### config.mk
export PLATFORM = sky130hd
export DESIGN_NAME = pwr_seq_ctrl
export DESIGN_NICKNAME = d
export VERILOG_FILES = /design/src/rtl/pwr_seq_ctrl_pkg.sv /design/src/rtl/seq_timer.sv /design/src/rtl/pwr_seq_ctrl.sv
export SDC_FILE = /design/constraint.sdc
export NUM_CORES = 1
export LEC_CHECK = 0
export ABC_AREA = 1
export CORE_ASPECT_RATIO = 0.6
export CORE_MARGIN = 2
export CORE_UTILIZATION = 45
export CTS_CLUSTER_DIAMETER = 120
export CTS_CLUSTER_SIZE = 28
export DETAILED_ROUTE_END_ITERATION = 10
export GPL_ROUTABILITY_DRIVEN = 0
export PLACE_DENSITY = 0.7
export REMOVE_ABC_BUFFERS = 1
export SLEW_MARGIN = 10
export SYNTH_ARGS = -nofsm -noshare
export SYNTH_HDL_FRONTEND = slang
export SYNTH_SLANG_ARGS = --single-unit
### constraint.sdc
create_clock -name clk_in -period 1.8 [get_ports clk_in]
set_clock_uncertainty 0.05 [all_clocks]
set_input_delay 0.45 -clock clk_in [delete_from_list [all_inputs] [get_ports clk_in]]
set_output_delay 0.45 -clock clk_in [all_outputs]
set_load 0.01 [all_outputs]
### src/rtl/pwr_seq_ctrl_pkg.sv
`default_nettype none
// ============================================================================
// Module      : pwr_seq_ctrl_pkg
// Description : Shared types and constants for the power sequencing controller:
//               sequencer state encoding, shutdown sub-steps, fault codes.
// Revision    : 1.0 - initial release
// ============================================================================
package pwr_seq_ctrl_pkg;

    localparam int TMR_W = 24;

    // Sequencer states; the numeric values are visible on seq_state
    typedef enum logic [2:0] {
        ST_IDLE    = 3'd0,
        ST_PRECHG  = 3'd1,
        ST_RELAY   = 3'd2,
        ST_PFC_ST  = 3'd3,
        ST_DCDC_ST = 3'd4,
        ST_RUN     = 3'd5,
        ST_SHUTDN  = 3'd6,
        ST_FAULT   = 3'd7
    } seq_state_t;

    // Shutdown sub-steps: which stage is still on and waiting for its turn-off
    typedef enum logic [1:0] {
        SD_PFC   = 2'd0,   // dcdc off, pfc and relay still on
        SD_RELAY = 2'd1,   // pfc off, relay still on
        SD_END   = 2'd2    // nothing on, leave for IDLE
    } sd_step_t;

    // Latched fault causes
    localparam logic [1:0] FC_NONE     = 2'd0;
    localparam logic [1:0] FC_PFC_TMO  = 2'd1;
    localparam logic [1:0] FC_DCDC_TMO = 2'd2;
    localparam logic [1:0] FC_HARD     = 2'd3;

endpackage : pwr_seq_ctrl_pkg
`default_nettype wire

### src/rtl/seq_timer.sv
`default_nettype none
// ============================================================================
// Module      : seq_timer
// Description : 24-bit loadable down-counter. Counts to zero and holds there;
//               'expired' is high whenever the count is zero.
// Revision    : 1.0 - initial release
// ============================================================================
module seq_timer
    import pwr_seq_ctrl_pkg::*;
(
    input  logic             clk_in,
    input  logic             rstn_i,
    input  logic             load,
    input  logic [TMR_W-1:0] load_val,
    output logic             expired
);

    logic [TMR_W-1:0] r_cnt;

    // Load has priority; otherwise decrement until zero
    always_ff @(posedge clk_in or negedge rstn_i) begin
        if (!rstn_i) begin
            r_cnt <= '0;
        end else if (load) begin
            r_cnt <= load_val;
        end else if (r_cnt != '0) begin
            r_cnt <= r_cnt - 1'b1;
        end
    end

    assign expired = (r_cnt == '0);

endmodule : seq_timer
`default_nettype wire

### src/rtl/pwr_seq_ctrl.sv
`default_nettype none
// ============================================================================
// Module      : pwr_seq_ctrl
// Description : Power-up / power-down sequencer for an inrush relay, a PFC
//               stage and a DC-DC stage, with timeouts, ordered shutdown and
//               a latched fault state.
// Revision    : 1.0 - initial release
// ============================================================================
module pwr_seq_ctrl
    import pwr_seq_ctrl_pkg::*;
#(
    parameter logic [23:0] PRECHG_CYC = 24'd100000,
    parameter logic [23:0] RELAY_CYC  = 24'd20000,
    parameter logic [23:0] PFC_TMO    = 24'd500000,
    parameter logic [23:0] DCDC_TMO   = 24'd500000,
    parameter logic [23:0] OFF_DLY    = 24'd10000
)(
    input  logic       clk_in,
    input  logic       rstn_i,
    input  logic       sw_state,
    input  logic       pfc_ok,
    input  logic       dcdc_ok,
    input  logic       fault_in,
    output logic       relay_en,
    output logic       pfc_en,
    output logic       dcdc_en,
    output logic [2:0] seq_state,
    output logic [1:0] fault_code
);

    // A gap loaded with N would give N+1 cycles between turn-offs, because the
    // step change happens on the edge after the counter reaches zero.
    localparam logic [23:0] C_OFF_GAP = (OFF_DLY == 24'd0) ? 24'd0 : (OFF_DLY - 24'd1);

    logic       r_pfc_meta, r_pfc_sync;
    logic       r_dcdc_meta, r_dcdc_sync;
    logic       r_flt_meta, r_flt_sync;
    logic       r_sw_armed;
    seq_state_t r_state, w_state_nxt;
    sd_step_t   r_sd, w_sd_nxt;
    logic [1:0] r_fault_code, w_fc_nxt;
    logic       r_relay_en, r_pfc_en, r_dcdc_en;
    logic       w_relay_nxt, w_pfc_nxt, w_dcdc_nxt;
    logic       w_load;
    logic [23:0] w_load_val;
    logic       w_expired;

    seq_timer u_timer (
        .clk_in   (clk_in),
        .rstn_i   (rstn_i),
        .load     (w_load),
        .load_val (w_load_val),
        .expired  (w_expired)
    );

    // Two-flop synchronizers for the asynchronous status inputs
    always_ff @(posedge clk_in or negedge rstn_i) begin
        if (!rstn_i) begin
            r_pfc_meta  <= 1'b0;
            r_pfc_sync  <= 1'b0;
            r_dcdc_meta <= 1'b0;
            r_dcdc_sync <= 1'b0;
            r_flt_meta  <= 1'b0;
            r_flt_sync  <= 1'b0;
        end else begin
            r_pfc_meta  <= pfc_ok;
            r_pfc_sync  <= r_pfc_meta;
            r_dcdc_meta <= dcdc_ok;
            r_dcdc_sync <= r_dcdc_meta;
            r_flt_meta  <= fault_in;
            r_flt_sync  <= r_flt_meta;
        end
    end

    // A start needs sw_state seen low at least once since reset, so a switch
    // left on through a reset does not relaunch the sequence by itself.
    always_ff @(posedge clk_in or negedge rstn_i) begin
        if (!rstn_i) begin
            r_sw_armed <= 1'b0;
        end else if (!sw_state) begin
            r_sw_armed <= 1'b1;
        end
    end

    // State, shutdown sub-step, fault code and enable registers
    always_ff @(posedge clk_in or negedge rstn_i) begin
        if (!rstn_i) begin
            r_state      <= ST_IDLE;
            r_sd         <= SD_END;
            r_fault_code <= FC_NONE;
            r_relay_en   <= 1'b0;
            r_pfc_en     <= 1'b0;
            r_dcdc_en    <= 1'b0;
        end else begin
            r_state      <= w_state_nxt;
            r_sd         <= w_sd_nxt;
            r_fault_code <= w_fc_nxt;
            r_relay_en   <= w_relay_nxt;
            r_pfc_en     <= w_pfc_nxt;
            r_dcdc_en    <= w_dcdc_nxt;
        end
    end

    // Next-state logic; fault_in first, then switch-off, then stage progress
    always_comb begin
        w_state_nxt = r_state;
        w_sd_nxt    = r_sd;
        w_fc_nxt    = r_fault_code;
        w_load      = 1'b0;
        w_load_val  = 24'd0;
        case (r_state)
            ST_IDLE: begin
                if (sw_state && r_sw_armed) begin
                    w_state_nxt = ST_PRECHG;
                    w_load      = 1'b1;
                    w_load_val  = PRECHG_CYC;
                end
            end
            ST_FAULT: begin
                if (!sw_state && !r_flt_sync) begin
                    w_state_nxt = ST_IDLE;
                    w_fc_nxt    = FC_NONE;
                    w_load      = 1'b1;
                end
            end
            default: begin
                if (r_flt_sync) begin
                    w_state_nxt = ST_FAULT;
                    w_fc_nxt    = FC_HARD;
                    w_load      = 1'b1;
                end else if (!sw_state && (r_state != ST_SHUTDN)) begin
                    // Start shutdown at the highest stage that is actually on
                    w_state_nxt = ST_SHUTDN;
                    w_load      = 1'b1;
                    if (r_pfc_en) begin
                        w_sd_nxt   = SD_PFC;
                        w_load_val = C_OFF_GAP;
                    end else if (r_relay_en) begin
                        w_sd_nxt   = SD_RELAY;
                        w_load_val = C_OFF_GAP;
                    end else begin
                        w_sd_nxt   = SD_END;
                    end
                end else begin
                    case (r_state)
                        ST_PRECHG: begin
                            if (w_expired) begin
                                w_state_nxt = ST_RELAY;
                                w_load      = 1'b1;
                                w_load_val  = RELAY_CYC;
                            end
                        end
                        ST_RELAY: begin
                            if (w_expired) begin
                                w_state_nxt = ST_PFC_ST;
                                w_load      = 1'b1;
                                w_load_val  = PFC_TMO;
                            end
                        end
                        ST_PFC_ST: begin
                            if (r_pfc_sync) begin
                                w_state_nxt = ST_DCDC_ST;
                                w_load      = 1'b1;
                                w_load_val  = DCDC_TMO;
                            end else if (w_expired) begin
                                w_state_nxt = ST_FAULT;
                                w_fc_nxt    = FC_PFC_TMO;
                                w_load      = 1'b1;
                            end
                        end
                        ST_DCDC_ST: begin
                            if (r_dcdc_sync) begin
                                w_state_nxt = ST_RUN;
                                w_load      = 1'b1;
                            end else if (w_expired) begin
                                w_state_nxt = ST_FAULT;
                                w_fc_nxt    = FC_DCDC_TMO;
                                w_load      = 1'b1;
                            end
                        end
                        ST_RUN: begin
                            if (!r_pfc_sync || !r_dcdc_sync) begin
                                w_state_nxt = ST_FAULT;
                                w_fc_nxt    = FC_HARD;
                                w_load      = 1'b1;
                            end
                        end
                        ST_SHUTDN: begin
                            case (r_sd)
                                SD_PFC: begin
                                    if (w_expired) begin
                                        w_sd_nxt   = SD_RELAY;
                                        w_load     = 1'b1;
                                        w_load_val = C_OFF_GAP;
                                    end
                                end
                                SD_RELAY: begin
                                    if (w_expired) begin
                                        w_state_nxt = ST_IDLE;
                                        w_load      = 1'b1;
                                    end
                                end
                                default: begin
                                    w_state_nxt = ST_IDLE;
                                    w_load      = 1'b1;
                                end
                            endcase
                        end
                        default: begin
                            w_state_nxt = ST_IDLE;
                        end
                    endcase
                end
            end
        endcase
    end

    // Enables decoded from the upcoming state so they switch with the state
    always_comb begin
        w_relay_nxt = 1'b0;
        w_pfc_nxt   = 1'b0;
        w_dcdc_nxt  = 1'b0;
        case (w_state_nxt)
            ST_RELAY: begin
                w_relay_nxt = 1'b1;
            end
            ST_PFC_ST: begin
                w_relay_nxt = 1'b1;
                w_pfc_nxt   = 1'b1;
            end
            ST_DCDC_ST, ST_RUN: begin
                w_relay_nxt = 1'b1;
                w_pfc_nxt   = 1'b1;
                w_dcdc_nxt  = 1'b1;
            end
            ST_SHUTDN: begin
                w_relay_nxt = (w_sd_nxt == SD_PFC) || (w_sd_nxt == SD_RELAY);
                w_pfc_nxt   = (w_sd_nxt == SD_PFC);
            end
            default: begin
                w_relay_nxt = 1'b0;
            end
        endcase
    end

    assign relay_en   = r_relay_en;
    assign pfc_en     = r_pfc_en;
    assign dcdc_en    = r_dcdc_en;
    assign seq_state  = r_state;
    assign fault_code = r_fault_code;

endmodule : pwr_seq_ctrl
`default_nettype wire

* Word-level counts from Yosys, hierarchy flattened
Cells that the tools add are included.
W data, S select, Z words.
** Operators by class
- Equality and inequality tests :: 22
- Bitwise operators :: 1
- Reduce and logical (&&, ||, !) cells :: 23
- Add/subtract/negate cells :: 1
- Mux-type cells :: 60
** Operators by type and width (count)
- $mux W24 :: 4
- $pmux W19 S4 :: 1
- $mux W14 :: 4
- $pmux W24 S2 :: 1
- $mux W19 :: 2
- $mux W3 :: 11
- $mux W2 :: 16
- $logic_not A24 Y1 :: 1
- $reduce_bool A24 Y1 :: 1
- $sub A24 B1 Y24 const B :: 1
- $eq A3 B3 Y1 const B :: 7
- $pmux W3 S6 :: 1
- $mux W17 :: 1
- $mux W15 :: 1
- $eq A3 B2 Y1 const B :: 4
- $ne A4 B4 Y1 const B :: 3
- $pmux W3 S2 :: 2
- $mux W1 :: 10
- $reduce_and A9 Y1 :: 1
- $ne A4 B3 Y1 const B :: 2
- $reduce_or A2 Y1 :: 4
- $pmux W1 S2 :: 3
- $pmux W2 S3 :: 1
- $pmux W1 S5 :: 1
- 16 further kinds :: 24
** Word-level totals
- Bits in registers :: 41
- Input port bits :: 6
- Logic and storage cells :: 121

* Logic depth before layout (Yosys ltp)
- Depth after elaboration :: 10
- Depth in mapped cells :: 15

* Cells and area by module
A second synthesis with hierarchy kept.
** Unflattened totals
- Cells, all modules :: 423
- Area, all modules :: 2894.0 sq um
** Modules (own cells, without submodules)
- seq_timer :: seq. area each 600.6 sq um, area an instance 1650.3 sq um, cells each 254, times used 1
- pwr_seq_ctrl :: seq. area each 426.7 sq um, area an instance 1243.7 sq um, cells each 169, times used 1

* Worst setup path after synthesis
No wires, ideal clock.
- Kind :: register to register
- Start point :: register u_timer.r_cnt[0]
- End point :: register r_pfc_en, in the netlist pfc_en
- Data arrival time :: 1722 ps
- Cell stages (with the launch flop) :: 15
- Slack :: -93 ps
- Cells stage by stage :: dfrtp_1 inv_1 ha_1 nand2_1 nor2_4 nand3_4 buf_6 nor2_1 nor2_1 nand2_1 nand2_2 nand2_2 nor2_1 a21oi_1 nand2_1
** On the way
- Word-level cells in the longest chain between the ends :: 10
- Elaborated cells between the ends (all ways) :: 25
- Those cells by class :: eq/ne (4); mux (18); reduce/logical (3)
** RTL lines
- start: declaration :: line seq_timer.sv:18 : logic [TMR_W-1:0] r_cnt;
- start signal: assignment :: line seq_timer.sv:25 : r_cnt <= load_val;
- start signal: assignment :: line seq_timer.sv:27 : r_cnt <= r_cnt - 1'b1;
- $logic_not A24 Y1 (*) :: line seq_timer.sv:31 : assign expired = (r_cnt == '0);
- $mux W3, on equally long branches :: line pwr_seq_ctrl.sv:198, pwr_seq_ctrl.sv:165, pwr_seq_ctrl.sv:175
- $pmux W3 S2 (tied with other cells) :: line pwr_seq_ctrl.sv:189 : case (r_sd)
- $pmux W3 S6 (*) :: line pwr_seq_ctrl.sv:145 : case (r_state)
- $mux W3 (*) :: line pwr_seq_ctrl.sv:131 : end else if (!sw_state && (r_state != ST_SHUTDN)) begin
- $mux W3 (*) :: line pwr_seq_ctrl.sv:127 : if (r_flt_sync) begin
- $pmux W3 S2 (*) :: line pwr_seq_ctrl.sv:111 : case (r_state)
- named net w_state_nxt[2] :: line pwr_seq_ctrl.sv:39 : seq_state_t r_state, w_state_nxt;
- $eq A3 B3 Y1 / $eq A3 B2 Y1 (equally long branches) :: line pwr_seq_ctrl.sv:223 : case (w_state_nxt)
- $reduce_or A3 Y1 (no source line)
- $pmux W1 S2 (*) :: line pwr_seq_ctrl.sv:223
- named net w_pfc_nxt :: line pwr_seq_ctrl.sv:43 : logic w_relay_nxt, w_pfc_nxt, w_dcdc_nxt;
- end signal: assignment :: line pwr_seq_ctrl.sv:99 : r_pfc_en <= w_pfc_nxt;
- end: declaration :: line pwr_seq_ctrl.sv:42 : logic r_relay_en, r_pfc_en, r_dcdc_en;
Mark *: on every way through the listed nets, which the timed path passes. The rest lies on a longest branch.
A chain may end at the register's enable or synchronous reset.

* Worst setup path in the final report
- Start point :: register u_timer.r_cnt[21]
- End point :: register r_fault_code[1], in the netlist fault_code[1]
** On the way
- Word-level cells in the longest chain between the ends :: 3
- Elaborated cells between the ends (all ways) :: 4
- Those cells by class :: eq/ne (2); reduce/logical (2)
** RTL lines
- $logic_not A24 Y1 (*) :: line seq_timer.sv:31
- $ne A4 B3 Y1 (no source line)
- $reduce_and A9 Y1 (no source line) (*)
- end signal: assignment :: line pwr_seq_ctrl.sv:97 : r_fault_code <= w_fc_nxt;
- end: declaration :: line pwr_seq_ctrl.sv:41 : logic [1:0] r_fault_code, w_fc_nxt;
Every way passes the cells marked *; elsewhere a longest branch is shown, timed or not.

==> impl_results.md <==
- Final setup margin: -468.0 ps
- HP Class: in2async
- Placed inst area: 0.003211 sq mm
- Tot GR Track Use: around 29%
- Initial Util: 47.56%
- # H-tree levels: 2
- Reg2Reg Setup Slack: -470 ps
- TritonCTS sink count: 41
- Final Cell Area: 0.004126 sq mm
- Setup crit start kind: flip-flop
- Vias in the first global route: roughly 2.7k
- Slew Limit Headroom: between 60 and 70%
- First-pass GRT wire length: 13350 um
- Fin crit period: approximately 2300 ps
- Dpl hpwl: 5307 um
- Worst Path Arrival: 2390 ps
- Ys flop type: dfrtp_1
- Horiz. Die Dim: 99.52 um
- IO Count: 14
- Final hold vios: 0
- Pins Over Slew Limit: 0
- R2r worst-path depth: 13
- Buf+Inv Stages, Crit Path: 1
- Post-synth EDFFs: 0
- Syn. warnings: 0
- Kind of critical path: reg2reg
- Mapped Cells: approximately 320
- WL final: 10140 um
- Fin nets: 458
- Largest fanout on the critical path: 6
- Status: complete, but fails checks
- Initial antenna violation count: 0
- VDD IR max: 1.255 mV
- PortBufs: 13
- Area delta synth->final: 67.50%
- Post-synth top cells: 74 x nand2_1, 47 x nor2_1, 40 x dfrtp_1
- Share of cells above drive strength 1: 51.77%
- Largest net degree at the start of global routing: 25
- Post-route setup TNS: -9460 ps
- Vias: approximately 3k
- Failing checks: negative setup slack
- Most numerous cell in the Yosys netlist: nand2_1
- Slowest CP cell: dfrtp_1
- Setup violators final: 33
- DRC: 0
- Post-synth top area share: slightly above 40%
- Max_cap viols: 0
- Seq/Total Area, Yosys: 41.70%
- Core area: 0.005180 sq mm
- Num rows: 20
- Inserted Diodes: 0
- WL per Instance: approximately 20 um
- Routed vias/inst: 5.817
- Clk_lat worst skew: approximately 300 ps
- Library cells used by synthesis: 34
- FF+latch count, synth: around 40
- CTS Root Cell: clkbuf_8
- CTS clk-pin slew, worst paths: about 90 ps
- Critical-path cell list: nor2_1 > nand2_1 > nor2_4 > nand3_4 > buf_6 > nand2_4 > nand2_2 > nand2_1 > a21oi_1 > nor2_1 > nand2_2 > nand2_1 > o21ai_1
- Highest clock rate: 0.4409 GHz
- Synthesized area: around 0.0025 sq mm
- DR pass1 iterations: 6
- Syn Area/Cell: 7.604 sq um
- Top cells by area, synth: dfrtp_1 41%, nand2_1 11%, nor2_1 7.2%
- Fillcell total: 319
- LEAKAGE: 2.023 nW
- R2r startpoint: u_timer.r_cnt[21]
- Final Cycle Share: 126.0%
- Die Footprint: a little over 0.006 sq mm
- Synth area leader: dfrtp_1
- CTS max path bufs: 2
- Reg2Reg Capture Point: fault_code[1]
- RSZ-0062 raised after global routing: yes
- CTS Buf Count: 5
- Crit path capture type: flip-flop
- DR iter-0 viols: 273
- Delay-heaviest family, CP: simple AND/OR/NAND/NOR gates
- CTS tree: built
- CP max stage delay: around 420 ps
- Crit-path most repeated cell: nand2_1
- Pwr/cell area: 2150 mW/mm^2
- Grt total ovfl: 0
- Tightest Pin Transition: 457.3 ps
- Detail Route Antenna Nets: 0
- FFs w/ async S/R, synth: 100.0%
- Worst EP required: just under 2000 ps
- Die Height: 61.32 um
-- per-layer routing --
metal  wire, um  share of wire (%)  vias up  track usage [%]
met4        499                4.9        0            9.393
met3       1072                 11       68            6.129
met1       3971                 39     1412            40.29
li1           -                  -     1301                -
met5          0                  0        -                0
met2       4599                 45      232            46.53
-- final cells by class --
type / instances / area (sq um) / area share, %
Clock buffer: 7 / 96.34 / 2.335
Clock inverter: 1 / 5.005 / 0.1213
Inverter: 38 / 157.7 / 3.820
Multi-Input combinational cell: 244 / 1694 / 41.06
Sequential cell: 41 / 1031 / 24.98
Tap cell: 66 / 82.58 / 2.001
Timing Repair Buffer: 121 / 1060 / 25.68
-- report_power, final --
| part | internal (mW) | switching (mW) | total (mW) | leakage (nW) |
|---|---|---|---|---|
| Clock | 0.348 | 0.358 | 0.706 | 0.0542 |
| Combinational | 3.05 | 3.58 | 6.63 | 1.45 |
| Sequential | 1.24 | 0.298 | 1.54 | 0.514 |
| Total | 4.64 | 4.24 | 8.87 | 2.02 |
-- timing repair --
action                     4_1_cts  5_1_grt
resized for setup               80       54
setup endpoints to repair       37       36
cloned                           1        2
hold buffers                     0        0
setup buffers                   24       11
pin swaps                       30       27
-- cells in the final DEF (no fill, tap or decap), types with 10 or more instances in the layout --
cell type / Yosys / layout
a21oi_2: 2 / 16
buf_4: 0 / 90
buf_6: 3 / 12
dfrtp_1: 40 / 37
inv_1: 32 / 28
nand2_1: 74 / 51
nand2_2: 3 / 14
nand2_4: 3 / 16
nand3_1: 22 / 13
nand3_2: 4 / 10
nor2_1: 47 / 35
nor2_2: 9 / 12
nor2_4: 3 / 12
xor2_1: 11 / 10
-- kinds of logic (layout without fill, tap and decap cells) --
logic type	after synthesis	after routing	synth area share, %
and+or+nand+nor	183	185	36.01
AOI/OAI and AO/OA	46	46	10.16
DFF	41	41	41.70
buffers and inverters	41	167	7.364
xor gates and xnor gates	12	12	4.266
adders and majority gates	1	1	0.5078
-- state kept, by name, indices dropped and copies added, names as in the netlist --
name / flops
r_sd: 2
r_flt_sync: 1
pfc_en: 1
u_timer.r_cnt: 24
r_pfc_sync: 1
r_dcdc_meta: 1
r_flt_meta: 1
seq_state: 3
r_sw_armed: 1
relay_en: 1
dcdc_en: 1
fault_code: 2
r_dcdc_sync: 1
r_pfc_meta: 1
-- worst max-delay path by stage --
stage,from,endpoint,depth (start not counted)
after global routing,u_timer.r_cnt[16],fault_code[1],13
after global placement,sw_state,u_timer.r_cnt[16],12
after detailed placement,sw_state,u_timer.r_cnt[11],12
after floorplan,u_timer.r_cnt[0],u_timer.r_cnt[15],12
final,u_timer.r_cnt[21],fault_code[1],13
after CTS,u_timer.r_cnt[6],u_timer.r_cnt[15],11
-- stage by stage --
stage                     util [%]  worst slack [ps]  power, mW  hold WS (ps)  cells
after detailed placement     61.98            -521.0      5.489         287.1    473
after global routing         79.66            -464.1      9.256         76.04    518
after CTS                    73.21            -205.6      7.517         41.96    506
after global placement       61.98            -421.8      5.351         281.8    473
final                        79.66            -468.0      8.873         39.39    518
after floorplan                  -            -158.4      3.642         104.4    321
Power figures use the tool's default switching activity.
